==> src/rtl/timer_pkg.sv <==
// Shared definitions for the timer datapath: digit width, the legal range of
// the seconds-tens stage, keypad width and the entry FSM state type.
package timer_pkg;

  localparam int DIGIT_W      = 4;
  localparam int SEC_TENS_MAX = 5;
  localparam int KEY_W        = 10;

  typedef logic [DIGIT_W-1:0] bcd_t;

  typedef enum logic [1:0] {
    IDLE,
    ENTRY,
    LOAD
  } state_t;

endpackage

==> src/rtl/btn_sync_edge.sv <==
// Two-flop synchroniser for an asynchronous button vector, plus a
// previous-sample register so that a press (all-zero -> non-zero) can be
// detected as a single-cycle pulse no matter how long the button is held.
module btn_sync_edge #(
  parameter int W = 1
) (
  input  logic         clk,
  input  logic         clrn,
  input  logic [W-1:0] raw,
  output logic [W-1:0] level,
  output logic         rise
);

  logic [W-1:0] meta;
  logic [W-1:0] sync;
  logic [W-1:0] prev;

  // Synchronise the raw input and remember last cycle's synchronised value.
  always_ff @(posedge clk or negedge clrn) begin
    if (!clrn) begin
      meta <= '0;
      sync <= '0;
      prev <= '0;
    end else begin
      meta <= raw;
      sync <= meta;
      prev <= sync;
    end
  end

  assign level = sync;
  assign rise  = (|sync) && !(|prev);

endmodule

==> src/rtl/timer_digit_entry.sv <==
// Keypad entry stage for the M:ST:SO timer. Synchronises the keypad and the
// start/cancel buttons, shifts accepted digits into a three-digit register,
// and on a valid start drives the counters' data buses with a one-cycle
// active-low load strobe.
module timer_digit_entry #(
  parameter int DIGIT_W      = 4,
  parameter int NDIGITS      = 3,
  parameter int SEC_TENS_MAX = 5
) (
  input  logic               clk,
  input  logic               clrn,
  input  logic [9:0]         key_in,
  input  logic               start_in,
  input  logic               cancel_in,
  input  logic               busy,
  output logic [DIGIT_W-1:0] min_digit,
  output logic [DIGIT_W-1:0] sec_tens,
  output logic [DIGIT_W-1:0] sec_ones,
  output logic               loadn,
  output logic               entry_valid,
  output logic               key_err
);

  import timer_pkg::*;

  localparam int COUNT_W = $clog2(NDIGITS + 1);

  logic [KEY_W-1:0]   key_level;
  logic               key_rise;
  logic               start_level_unused;
  logic               start_rise;
  logic               cancel_level_unused;
  logic               cancel_rise;
  logic               key_onehot;
  logic [DIGIT_W-1:0] key_code;
  logic [COUNT_W-1:0] count;
  state_t             state;

  btn_sync_edge #(.W(KEY_W)) u_key_sync (
    .clk   (clk),
    .clrn  (clrn),
    .raw   (key_in),
    .level (key_level),
    .rise  (key_rise)
  );

  btn_sync_edge #(.W(1)) u_start_sync (
    .clk   (clk),
    .clrn  (clrn),
    .raw   (start_in),
    .level (start_level_unused),
    .rise  (start_rise)
  );

  btn_sync_edge #(.W(1)) u_cancel_sync (
    .clk   (clk),
    .clrn  (clrn),
    .raw   (cancel_in),
    .level (cancel_level_unused),
    .rise  (cancel_rise)
  );

  // Encode the synchronised one-hot keypad to its BCD digit value.
  always_comb begin
    key_code = '0;
    for (int k = 0; k < KEY_W; k++) begin
      if (key_level[k]) key_code = DIGIT_W'(k);
    end
  end

  assign key_onehot  = $onehot(key_level);
  assign entry_valid = (count != '0) && (sec_tens <= DIGIT_W'(SEC_TENS_MAX));

  // Entry FSM: cancel beats start beats key; LOAD lasts one cycle then clears.
  always_ff @(posedge clk or negedge clrn) begin
    if (!clrn) begin
      state     <= IDLE;
      count     <= '0;
      min_digit <= '0;
      sec_tens  <= '0;
      sec_ones  <= '0;
      loadn     <= 1'b1;
      key_err   <= 1'b0;
    end else begin
      key_err <= 1'b0;
      loadn   <= 1'b1;
      case (state)
        IDLE, ENTRY: begin
          if (cancel_rise) begin
            state     <= IDLE;
            count     <= '0;
            min_digit <= '0;
            sec_tens  <= '0;
            sec_ones  <= '0;
          end else if (start_rise) begin
            if (!busy) begin
              if (state == ENTRY && entry_valid) begin
                state <= LOAD;
                loadn <= 1'b0;
              end else begin
                key_err <= 1'b1;
              end
            end
          end else if (key_rise && !busy) begin
            if (!key_onehot || count >= COUNT_W'(NDIGITS)) begin
              key_err <= 1'b1;
            end else begin
              min_digit <= sec_tens;
              sec_tens  <= sec_ones;
              sec_ones  <= key_code;
              count     <= count + COUNT_W'(1);
              state     <= ENTRY;
            end
          end
        end
        LOAD: begin
          state     <= IDLE;
          count     <= '0;
          min_digit <= '0;
          sec_tens  <= '0;
          sec_ones  <= '0;
        end
        default: state <= IDLE;
      endcase
    end
  end

endmodule

==> config.mk <==
export PLATFORM = sky130hd
export DESIGN_NAME = timer_digit_entry
export DESIGN_NICKNAME = d
export VERILOG_FILES = /design/src/rtl/timer_pkg.sv /design/src/rtl/btn_sync_edge.sv /design/src/rtl/timer_digit_entry.sv
export SDC_FILE = /design/constraint.sdc
export NUM_CORES = 1
export LEC_CHECK = 0
export BUFFER_PORTS_ARGS = -buffer_cell sky130_fd_sc_hd__buf_4
export CORE_ASPECT_RATIO = 0.7
export CORE_MARGIN = 4
export CORE_UTILIZATION = 33
export CTS_CLUSTER_SIZE = 14
export DETAILED_ROUTE_END_ITERATION = 8
export GPL_ROUTABILITY_DRIVEN = 0
export SYNTH_ARGS = -nofsm -noshare
export SYNTH_HDL_FRONTEND = slang
export SYNTH_SLANG_ARGS = --single-unit
==> constraint.sdc <==
create_clock -name clk -period 8.6 [get_ports clk]
set_clock_uncertainty 0.1 [all_clocks]
set_input_delay 0.43 -clock clk [delete_from_list [all_inputs] [get_ports clk]]
set_output_delay 0.43 -clock clk [all_outputs]
set_load 0.01 [all_outputs]
==> summary.txt <==
Outcome
  • Status: finished clean

STA
  • Least-Margin Pin Slew: 644 ps
  • Rel. slew slack: 57.1%
  • Pins Over Slew Limit: 0
  • FMAX: 227 MHz
  • Fin. Hold Viols: 0
  • RSZ-0062 raised after global routing: no
  • Fin crit share: approximately half
  • Final Critical Period: 4410 ps
  • WHS: 37.2 ps
  • Setup violators final: 0
  • Final setup TNS: 0 ps

Layout
  • Commonest non-fill, non-tap cell in the layout: dfrtp_1
  • Final net count: 194
  • Final std cells w/o fill: 244
  • Area growth syn-to-layout: 19.2%
  • Share of layout cells above drive strength 1: between 20% and 30%
  • # diodes: 0
  • Final instance area: 2370 µm²
  • Most frequent cells in the layout: dfrtp_1 (53), buf_4 (29), inv_1 (20)

Routing
  • Vias/cell: around 4.6
  • 1st-pass router iterations: 6
  • DR iter-0 viols: 35
  • DRC violations left: 0
  • Via count: 1,128
  • Total Wirelength: ~3400 µm
  • WL/cell: 14.0 µm
  • Final ANT Viol Nets: 0

Die
  • Core Area: 5780 µm²
  • Io pins: 30
  • Die X: between 100 and 150 µm
  • Area of the die: 7360 µm²
  • Initial core utilization: approximately a third
  • Core Rows: 23
  • DIE HEIGHT: about 73 µm

Clocking
  • Worst-skew pair later-pin latency: roughly 310 ps
  • Clk slew on worst S/H paths: 90 ps
  • Root Buffer: clkbuf_8
  • Post-CTS Setup Bufs: 0
  • CTS tree: done
  • Resize count post-CTS: 0
  • H-tree depth: 2
  • Hold Buf Count CTS: 0
  • Max clock buf depth: 2
  • CTS Buf Count: 5
  • Clock sink count: 54

Synth
  • Ys Warns: 0
  • Share of flip-flops with an asynchronous set or reset: 100%
  • Mapped Area: 1990 µm²
  • Top FF cell, synth: dfrtp_1
  • Syn Nets: 160
  • Syn Area/Cell: 14.9 µm²
  • Post-synth EDFFs: 0
  • Synth cell types: 33
  • #FFs+latches synth: 54
  • Sequential element share of the synthesized area: ~68%
  • Syn Inst Count: 134

Setup path
  • Critical path type: reg -> reg
  • Critical Path Sink Type: flop
  • Crit path top cell by count: fa_1
  • Critical Path RT: roughly 8700 ps
  • Critical Path Slowest Stage Cell: fa_1
  • Startpoint types: flop
  • Crit-path cells: fa_1 -> fa_1 -> inv_1 -> fa_1 -> inv_1 -> ha_1 -> inv_1 -> fa_1 -> a2111oi_2 -> o2111ai_1 -> or3b_4 -> a22o_4 -> mux2_2
  • Critical Path AT: between 4000 and 5000 ps
  • Worst-path maximum fanout: 14
  • Delay of the slowest cell on the worst path: 510 ps

Place
  • Dpl cell area: between 2000 and 2500 µm²
  • Placed instance count: 236
  • Number of port buffers: 29
  • DP HPWL: 2500 µm

Pwr
  • Total power: about 0.46 mW
  • Peak supply drop: between 0.00008 and 0.00009 V
  • Leakage power: 1.14 nW
  • Power per cell area: 193 nW/µm²

Min path
  • Worst min-delay path class: in -> async

Global routing
  • Total track usage: between 10% and 20%
  • First-pass GRT wire length: roughly 5700 µm
  • Gr ovfl total: 0
  • Largest net degree at the start of global routing: 55
  • Initial antenna violation count: 0
  • Number of global-route vias before repair: about 1,200

Run
  • Maxcap violations: 0
==> worst max-delay path, delay by kind of cell (launching register included) <==
| family | cells | cell delay (ps) |
|---|---|---|
| compound gates | 3 | 850 |
| flops | 1 | 440 |
| buf+inv | 3 | 180 |
| simple gates | 1 | 460 |
| mux | 1 | 270 |
| fa+ha+maj | 5 | 2010 |
==> layer usage <==
| metal | vias to the layer above | routed length, µm | share of wire [%] | GRT usage, % |
|---|---|---|---|---|
| met5 | - | 0 | 0 | 0 |
| li1 | 517 | - | - | - |
| met2 | 34 | 1600 | 47 | 15.5 |
| met1 | 569 | 1510 | 44 | 13.0 |
| met3 | 8 | 246 | 7.2 | 3.92 |
| met4 | 0 | 48 | 1.4 | 3.74 |
==> power breakdown <==
group          leakage (nW)  switching (mW)  internal [mW]
sequential            0.667         0.00520          0.262
clock                0.0447          0.0845         0.0588
combinational         0.433          0.0263         0.0214
==> synth_stat cells, types with 2 or more instances <==
| cell | number | share of area (%) |
|---|---|---|
| a22o_1 | 11 | 4.8 |
| buf_6 | 2 | 1.1 |
| dfrtp_1 | 53 | 67 |
| fa_1 | 6 | 6.0 |
| ha_1 | 5 | 3.1 |
| inv_1 | 20 | 3.8 |
| nand4_1 | 2 | 0.63 |
| nor2_1 | 8 | 1.5 |
| nor4_1 | 3 | 0.94 |
==> final cells by class <==
type                            count  area (µm²)
Fill cell                         548        3410
Sequential cell                    54        1350
Multi-Input combinational cell     58         542
Timing Repair Buffer               29         218
Tap cell                           75        93.8
Inverter                           20        75.1
Clock buffer                        5        68.8
Clock inverter                      3        25.0
==> metrics by stage <==
stage / worst slack, ps / utilization, %
floorplan: 4350 / -
global placement: 4310 / 39.4
detailed placement: 4210 / 39.4
CTS: 4170 / 41.1
global route: 3990 / 41.1
finish: 4190 / 41.1
==> sequential cells by signal (all words and copies together) (netlist names), 2 cells and up <==
register	flops
u_key_sync.level	10
sec_ones	4
count	2
state	2
u_key_sync.meta	10
u_key_sync.prev	10
sec_tens	4
min_digit	4
==> path summary, 6_finish.rpt <==
check | start | to | slack [ps] | cells past startpoint
worst max-delay path | u_key_sync.level[1] | count[0] | 4190 | 13
worst min-delay path | clrn | u_cancel_sync.prev | 40 | 1
worst max register to register | u_key_sync.level[1] | count[0] | 4190 | 13
worst min register to register | u_start_sync.meta | u_start_sync.level | 250 | 0
max in group asynchronous | clrn | u_key_sync.level[0] | 7930 | 1
min in group clk | key_in[7] | u_key_sync.meta[7] | 120 | 1
==> kinds of logic (layout without fill, tap and decap cells) <==
kind of cell               count (synthesis)  count (layout)  synth area share (%)
and+or+nand+nor                           22              22                  6.47
muxes                                      1               1                 0.565
adders and majority gates                 11              11                  9.17
AOI/OAI and AO/OA                         24              24                  11.0
buffers and inverters                     22              57                  4.90
DFF                                       54              54                  67.9
(Power assumes the default switching activity.)
